$ cat src/rtl/mem_boot_loader.sv
// Boot front-end: unpacks a framed byte stream into word writes on N_CH memories and
// holds the core in reset until the image is loaded plus N_RESET cycles.
//
// state | meaning
// HDR   | waiting for frame header {end, ch}
// LEN0  | segment length, low byte
// LEN1  | segment length, high byte
// ADR0  | segment base byte address, low byte
// ADR1  | segment base byte address, high byte; range check
// DATA  | payload bytes packed into words
// HOLD  | image complete, core-reset hold timer running
// DONE  | core released
// ERR   | image rejected, core held in reset until external reset
module mem_boot_loader #(
    parameter  int N_CH       = 2,
    parameter  int ADDR_W     = 10,
    parameter  int WORD_BYTES = 4,
    parameter  int N_RESET    = 10,
    localparam int CH_W       = (N_CH > 1) ? $clog2(N_CH) : 1,
    localparam int LANE_W     = $clog2(WORD_BYTES),
    localparam int DATA_W     = 8 * WORD_BYTES
) (
    input  logic                  i_clk,
    input  logic                  i_reset,
    input  logic                  i_s_valid,
    input  logic [7:0]            i_s_data,
    output logic                  o_s_ready,
    output logic                  o_mem_we,
    output logic [CH_W-1:0]       o_mem_ch,
    output logic [ADDR_W-1:0]     o_mem_addr,
    output logic [DATA_W-1:0]     o_mem_wdata,
    output logic [WORD_BYTES-1:0] o_mem_be,
    output logic                  o_core_reset,
    output logic                  o_boot_done,
    output logic                  o_boot_err,
    output logic [1:0]            o_err_code
);

    localparam int          CNT_W     = $clog2(N_RESET + 1);
    localparam logic [16:0] MEM_BYTES = 17'(2 ** ADDR_W);

    typedef enum logic [3:0] {
        S_HDR, S_LEN0, S_LEN1, S_ADR0, S_ADR1, S_DATA, S_HOLD, S_DONE, S_ERR
    } state_t;

    state_t                r_state, w_state_nxt;
    logic [CH_W-1:0]       r_ch, w_ch_nxt;
    logic [15:0]           r_len, w_len_nxt;
    logic [7:0]            r_base_lo, w_base_lo_nxt;
    logic [ADDR_W-1:0]     r_addr, w_addr_nxt;
    logic [15:0]           r_remain, w_remain_nxt;
    logic [DATA_W-1:0]     r_buf, w_buf_nxt, w_buf_upd;
    logic [WORD_BYTES-1:0] r_be, w_be_nxt, w_be_upd;
    logic [CNT_W-1:0]      r_cnt, w_cnt_nxt;

    logic                  w_we_nxt;
    logic [CH_W-1:0]       w_mem_ch_nxt;
    logic [ADDR_W-1:0]     w_mem_addr_nxt;
    logic [DATA_W-1:0]     w_wdata_nxt;
    logic [WORD_BYTES-1:0] w_mem_be_nxt;
    logic                  w_core_reset_nxt;
    logic                  w_boot_done_nxt;
    logic                  w_boot_err_nxt;
    logic [1:0]            w_err_code_nxt;
    logic                  w_s_ready_nxt;

    logic                  w_acc;
    logic [LANE_W-1:0]     w_lane;
    logic [15:0]           w_base;
    logic [16:0]           w_end;

    assign w_acc  = i_s_valid & o_s_ready;
    assign w_lane = r_addr[LANE_W-1:0];
    assign w_base = {i_s_data, r_base_lo};
    // 17-bit sum so a segment ending exactly at the top of memory is accepted
    assign w_end  = {1'b0, w_base} + {1'b0, r_len};

    always_comb begin
        w_state_nxt      = r_state;
        w_ch_nxt         = r_ch;
        w_len_nxt        = r_len;
        w_base_lo_nxt    = r_base_lo;
        w_addr_nxt       = r_addr;
        w_remain_nxt     = r_remain;
        w_buf_nxt        = r_buf;
        w_be_nxt         = r_be;
        w_cnt_nxt        = r_cnt;
        w_we_nxt         = 1'b0;
        w_mem_ch_nxt     = o_mem_ch;
        w_mem_addr_nxt   = o_mem_addr;
        w_wdata_nxt      = o_mem_wdata;
        w_mem_be_nxt     = o_mem_be;
        w_core_reset_nxt = o_core_reset;
        w_boot_done_nxt  = o_boot_done;
        w_boot_err_nxt   = o_boot_err;
        w_err_code_nxt   = o_err_code;

        w_buf_upd = r_buf;
        w_buf_upd[{w_lane, 3'b000} +: 8] = i_s_data;
        w_be_upd = r_be;
        w_be_upd[w_lane] = 1'b1;

        case (r_state)
            S_HDR: if (w_acc) begin
                if (i_s_data[7]) begin
                    w_state_nxt = S_HOLD;
                    w_cnt_nxt   = CNT_W'(N_RESET);
                end else if (i_s_data[6:0] >= 7'(N_CH)) begin
                    w_state_nxt    = S_ERR;
                    w_boot_err_nxt = 1'b1;
                    w_err_code_nxt = 2'd1;
                end else begin
                    w_ch_nxt    = i_s_data[CH_W-1:0];
                    w_state_nxt = S_LEN0;
                end
            end
            S_LEN0: if (w_acc) begin
                w_len_nxt[7:0] = i_s_data;
                w_state_nxt    = S_LEN1;
            end
            S_LEN1: if (w_acc) begin
                w_len_nxt[15:8] = i_s_data;
                w_state_nxt     = S_ADR0;
            end
            S_ADR0: if (w_acc) begin
                w_base_lo_nxt = i_s_data;
                w_state_nxt   = S_ADR1;
            end
            S_ADR1: if (w_acc) begin
                if (w_end > MEM_BYTES) begin
                    w_state_nxt    = S_ERR;
                    w_boot_err_nxt = 1'b1;
                    w_err_code_nxt = 2'd2;
                end else if (r_len == 16'd0) begin
                    w_state_nxt = S_HDR;
                end else begin
                    w_addr_nxt   = w_base[ADDR_W-1:0];
                    w_remain_nxt = r_len;
                    w_state_nxt  = S_DATA;
                end
            end
            S_DATA: if (w_acc) begin
                w_addr_nxt   = r_addr + ADDR_W'(1);
                w_remain_nxt = r_remain - 16'd1;
                if ((w_lane == LANE_W'(WORD_BYTES - 1)) || (r_remain == 16'd1)) begin
                    w_we_nxt       = 1'b1;
                    w_mem_ch_nxt   = r_ch;
                    w_mem_addr_nxt = {r_addr[ADDR_W-1:LANE_W], {LANE_W{1'b0}}};
                    w_wdata_nxt    = w_buf_upd;
                    w_mem_be_nxt   = w_be_upd;
                    w_buf_nxt      = '0;
                    w_be_nxt       = '0;
                end else begin
                    w_buf_nxt = w_buf_upd;
                    w_be_nxt  = w_be_upd;
                end
                if (r_remain == 16'd1) w_state_nxt = S_HDR;
            end
            S_HOLD: begin
                if (r_cnt == '0) begin
                    w_state_nxt      = S_DONE;
                    w_core_reset_nxt = 1'b0;
                    w_boot_done_nxt  = 1'b1;
                end else begin
                    w_cnt_nxt = r_cnt - CNT_W'(1);
                end
            end
            default: ;
        endcase

        w_s_ready_nxt = (w_state_nxt inside {S_HDR, S_LEN0, S_LEN1, S_ADR0, S_ADR1, S_DATA});
    end

    always_ff @(posedge i_clk) begin
        if (i_reset) begin
            r_state      <= S_HDR;
            r_ch         <= '0;
            r_len        <= '0;
            r_base_lo    <= '0;
            r_addr       <= '0;
            r_remain     <= '0;
            r_buf        <= '0;
            r_be         <= '0;
            r_cnt        <= '0;
            o_s_ready    <= 1'b0;
            o_mem_we     <= 1'b0;
            o_mem_ch     <= '0;
            o_mem_addr   <= '0;
            o_mem_wdata  <= '0;
            o_mem_be     <= '0;
            o_core_reset <= 1'b1;
            o_boot_done  <= 1'b0;
            o_boot_err   <= 1'b0;
            o_err_code   <= 2'd0;
        end else begin
            r_state      <= w_state_nxt;
            r_ch         <= w_ch_nxt;
            r_len        <= w_len_nxt;
            r_base_lo    <= w_base_lo_nxt;
            r_addr       <= w_addr_nxt;
            r_remain     <= w_remain_nxt;
            r_buf        <= w_buf_nxt;
            r_be         <= w_be_nxt;
            r_cnt        <= w_cnt_nxt;
            o_s_ready    <= w_s_ready_nxt;
            o_mem_we     <= w_we_nxt;
            o_mem_ch     <= w_mem_ch_nxt;
            o_mem_addr   <= w_mem_addr_nxt;
            o_mem_wdata  <= w_wdata_nxt;
            o_mem_be     <= w_mem_be_nxt;
            o_core_reset <= w_core_reset_nxt;
            o_boot_done  <= w_boot_done_nxt;
            o_boot_err   <= w_boot_err_nxt;
            o_err_code   <= w_err_code_nxt;
        end
    end

endmodule
$ cat config.mk
export PLATFORM = sky130hd
export DESIGN_NAME = mem_boot_loader
export DESIGN_NICKNAME = d
export VERILOG_FILES = /design/src/rtl/mem_boot_loader.sv
export SDC_FILE = /design/constraint.sdc
export NUM_CORES = 1
export LEC_CHECK = 0
export ABC_CLOCK_PERIOD_IN_PS = 5900
export CAP_MARGIN = 20
export CORE_UTILIZATION = 30
export DETAILED_ROUTE_END_ITERATION = 10
export PLACE_DENSITY_LB_ADDON = 0.2
export RECOVER_POWER = 100
export SETUP_SLACK_MARGIN = 0.15
export SLEW_MARGIN = 25
export SYNTH_ARGS = -nofsm -noshare
export SYNTH_HDL_FRONTEND = slang
export SYNTH_SLANG_ARGS = --single-unit
$ cat constraint.sdc
create_clock -name i_clk -period 5.9 [get_ports i_clk]
set_clock_uncertainty 0.05 [all_clocks]
set_input_delay 1.18 -clock i_clk [delete_from_list [all_inputs] [get_ports i_clk]]
set_output_delay 1.18 -clock i_clk [all_outputs]
set_load 0.005 [all_outputs]
* Word-level counts from Yosys, hierarchy flattened
Cells that the tools add are included.
** Operators by class
- Eq/ne operators :: 23
- Add/subtract/negate cells :: 5
- Shift operators :: 2
- Bitwise logic cells :: 6
- Magnitude comparators :: 4
- Muxes and demuxes :: 45
- Reduce and logical (&&, ||, !) cells :: 21
** Operator list (count)
- $mux 16 :: 4
- $mux 4 :: 15
- $mux 10 :: 4
- $bwmux 32 :: 1
- $mux 32 :: 1
- $pmux 16 s2 :: 1
- $shift 8x7->32 const A :: 1
- $shiftx 8x7->32 :: 1
- $pmux 4 s7 :: 1
- $eq 4x3->1 const B :: 5
- $ne 2x2->1 const B :: 10
- $pmux 10 s2 :: 1
- $add 16x16->17 :: 1
- $gt 17x11->1 const B :: 1
- $eq 16x1->1 const B :: 1
- $eq 4x2->1 const B :: 4
- $logic_not 16->1 :: 1
- $sub 16x1->16 const B :: 1
- $logic_not 4->1 :: 3
- $add 10x1->10 const B :: 1
- $mux 2 :: 5
- $reduce_and 2->1 :: 5
- $eq 4x1->1 const B :: 2
- $pmux 4 s2 :: 1
- other kinds (23) :: 35
** Storage, ports and cells
- Register bits after elaboration :: 147
- Logic and storage cells :: 126

* Logic depth before layout (Yosys ltp)
- Depth after elaboration :: 7
- Mapped depth :: 12
- Mapped depth without buffers :: 10

* Least setup slack after synthesis
No wires, ideal clock.
- Path kind :: input port to flip-flop
- Start :: input port i_s_data[5]
- End :: register r_addr[9]
- Setup slack :: 1.849 ns
- Cell stages on the path :: 11
- Arrival :: 3.864 ns
- Path buffers :: 2
- Required time :: 5.713 ns
- Cell sequence :: ha_1 and2_4 a311o_1 a221o_1 a41o_1 a221o_1 or4_1 buf_2 buf_6 a22oi_1 o32ai_1
** On the way
- Word-level cells in the longest chain between the ends :: 4
** RTL lines
- start, declared :: line 26 : input logic [7:0] i_s_data,
- $add 16x16->17 :: line 76 : assign w_end = {1'b0, w_base} + {1'b0, r_len};
- $gt 17x11->1 :: line 130 : if (w_end > MEM_BYTES) begin
- $ne 2x2->1 (no line)
- $reduce_and 5->1 (no line)
- end signal, assigned :: line 200 : r_addr <= w_addr_nxt;
- end, declared :: line 50 : logic [ADDR_W-1:0] r_addr, w_addr_nxt;
No other way between the ends.
A chain may end at the register's enable or synchronous reset.

* Worst setup path in the final report
- Start :: input port i_s_data[0]
- End :: register r_remain[11]
** On the way
- Word-level cells in the longest chain between the ends :: 4
** RTL lines
- $add 16x16->17 :: line 76
- $gt 17x11->1 :: line 130
- $ne 2x2->1 (no line)
- $reduce_and 5->1 (no line)
- end signal, assigned :: line 201 : r_remain <= w_remain_nxt;
- end, declared :: line 51 : logic [15:0] r_remain, w_remain_nxt;
No other way between the ends.

==> results_dict.tcl <==
set metrics [dict create \
    routabilityCongestion 0.867 \
    die_area_mm2 0.0256 \
    tightest_slew_ps 3230 \
    required_ps 6160 \
    final_hold_viol_count 0 \
    placed_cells 1257 \
    min_to "o_core_reset" \
    end_kind "register" \
    synthArstFlopShare_pct 0 \
    fin_crit_ps 5010 \
    grt_max_degree 78 \
    finalSetupViolCount 0 \
    post-dp-hpwl_um 14900 \
    synth_top_area_share_pct 39.2 \
    busiest_layer "met2" \
    first_iter_violations 411 \
    regToRegSetupSlack_ps 1480 \
    synth_top_family_by_area "compound AO/OA/AOI/OAI gates" \
    cts-root-buf "clkbuf_16" \
    fin_setup_tns_ps 0 \
    drc 0 \
    power_per_cell_area_mw_per_mm2 243 \
    clk_latency_ps 430 \
    grt_use_total_pct 17.7 \
    post-route-period-util_pct 84.9 \
    hp-class "reg2reg" \
    synthMuxAreaShare_pct 3.47 \
    n_antenna_cell 0 \
    dr.pass1.iters 5 \
    fin_nets 992 \
    vias_per_cell 5.21 \
    h-tree-depth 4 \
    failed_checks "max-capacitance violations, max-slew violations" \
    synth_seq_area_share_pct 39.2 \
    antenna_found_initial 0 \
    initial_core_util_pct 30.8 \
    synth-xor-area-share_pct 1.05 \
    core-area_mm2 0.0244 \
    grt_setup_unrepaired "false" \
    synth_compound_area_share_pct 23.5 \
    synth-edff-count 0 \
    die_y_um 160 \
    yosysWarnings 0 \
    cts_tree "done" \
    timing.rr.start "r_len[0]" \
    worstPathMaxFanout 18 \
    path_clk_slew_ps 60 \
    portBuffers 62 \
    outcome "finished, violations left" \
    grt_pass1_wl_um 36000 \
    synth_top_flop_cell "dfxtp_1" \
    worstPathArrival_ps 5270 \
    overflow 0 \
    post_drt_wl_per_cell_um 17.2 \
    grtUsageMet3_pct 3.35 \
    cp-start-kind "input port" \
    min-delay-start "o_core_reset" \
    routed_wl_um 22200 \
    grt_pass1_vias 6250 \
    hold_depth 2 \
    die_x_um 160 \
    syn_area_mm2 0.00750 \
    synth.largest_area_cell "dfxtp_1" \
    syn_inst 922 \
    cts_buffers 17 \
    irDropWorstVdd_v 0.000111 \
    area_growth_pct 18.8 \
    fmax_mhz 200 \
    synthDistinctLibCells 70 \
    maxSlewHeadroom_pct -115 \
    layout-drive-gt1-share_pct 6.22 \
    use_met2_pct 28.7 \
    grt_util_met1_pct 23.7 \
    stdcell_count 1289 \
    boundaryPins 65 \
    rows 57 \
    path_class "in2reg" \
    detail-route-antenna-nets 0 \
    synthAdderAreaFrac_pct 4.94 \
    drv_slew 105 \
    cap_violations 2 \
    cts_sinks 147 \
    postCtsSetupRepairBufs 0 \
    vias 6718 \
    power_leakage_uw 0.00344 \
    synth-seq-cells 147 \
    regToRegEndpoint "r_remain[11]" \
    yosys.area_share.simple_pct 23.0 \
    clockBufferDepth 2 \
    reg2reg_depth 11 \
    cts_hold_buf 0 \
    synth.avg_cell_area_um2 8.14 \
    ys_top_cells_by_area "dfxtp_1 39%, nor2_1 7.7%, a211oi_1 7.1%" \
    cts_resized 0 \
]
## worst max-delay path, stage by stage
cell           delay, ps
dlygate4sd3_1        600
ha_1                 420
a21oi_1              250
o21a_1               220
o22ai_1              120
or4_1                420
a221o_1              430
nor4_1               940
nor2_1               130
buf_4                260
o221a_2              300
## Yosys cell counts, types with 10 or more instances
cell      instances
nand2_1          56
mux2i_1          26
o21ai_0          21
inv_1            15
nor2_1          154
dfxtp_1         147
nor2b_1          33
clkbuf_1         55
a211oi_1         71
nor3_1           22
ha_1             28
a22oi_1          10
o32ai_1          17
nand3_1          17
nor4_1           15
a21oi_1          95
## report_power, final
| part | leakage, µW | switching [µW] | internal [µW] |
|---|---|---|---|
| clock | 0.000254 | 475 | 547 |
| combinational | 0.00200 | 84.1 | 47.1 |
| sequential | 0.00118 | 14.2 | 1000 |
## cell usage in the layout, fill, tap and decap left out, types with 21 or more instances in the layout
cell type | netlist | layout
dfxtp_1 | 147 | 147
nor2b_1 | 33 | 33
nor2_1 | 154 | 152
ha_1 | 28 | 28
a21oi_1 | 95 | 96
nor3_1 | 22 | 21
o21ai_0 | 21 | 22
dlygate4sd3_1 | 0 | 54
a211oi_1 | 71 | 71
nand2_1 | 56 | 56
mux2i_1 | 26 | 26
## how the worst max path moves through the flow
stage / end / slack, ps / depth (start not counted) / startpoint
finish: r_remain[11] / 890 / 11 / i_s_data[0]
global route: r_remain[4] / 650 / 11 / i_s_data[0]
CTS: r_addr[1] / 1490 / 11 / i_s_data[0]
detailed placement: r_addr[1] / 1060 / 11 / i_s_data[0]
global placement: r_addr[1] / 1050 / 11 / i_s_data[0]
floorplan: r_addr[9] / 1850 / 11 / i_s_data[5]
## per-stage QoR
step | power [µW] | hold WS, ps | util [%] | area, µm² | setup WS (ps)
final | 2170 | 387 | 36.5 | 8910 | 890
after CTS | 2200 | 395 | 36.7 | 8950 | 1490
after global routing | 2250 | 424 | 36.5 | 8910 | 645
after floorplan | 1120 | 382 | - | 7510 | 1850
after detailed placement | 1170 | 386 | 34.5 | 8420 | 1060
after global placement | 1170 | 380 | 34.5 | 8420 | 1050
## kinds of logic after synthesis
group           Yosys count
simple gates            357
compound gates          265
flops                   147
buf+inv                  88
fa+ha+maj                29
mux                      26
xor+xnor                  9
other cells               1
## layer usage
metal  part of all wire (%)  routed length [µm]  vias to the layer above
li1                       -                   -                     3390
met1                     48               10600                     3192
met2                     47               10600                      115
met3                    3.1                 697                       21
met4                    1.9                 415                        0
met5                      0                   0                        -
## cell type report
cell class / instances / area (µm²)
fill: 2586 / 15500
inverter: 16 / 60.1
clock buffer: 20 / 437
timing repair buffer: 82 / 754
sequential: 147 / 2940
multi-input combinational: 688 / 4220
tap: 324 / 405
clock inverter: 12 / 96.3
## flip-flops by register name, indices dropped and copies added (netlist names), 2 cells and up
signal,count
r_buf,32
o_mem_addr,8
r_len,16
o_err_code,2
r_base_lo,8
r_state,4
r_addr,10
r_cnt,4
r_remain,16
o_mem_be,4
o_mem_wdata,32
r_be,4
(Power assumes the default switching activity.)
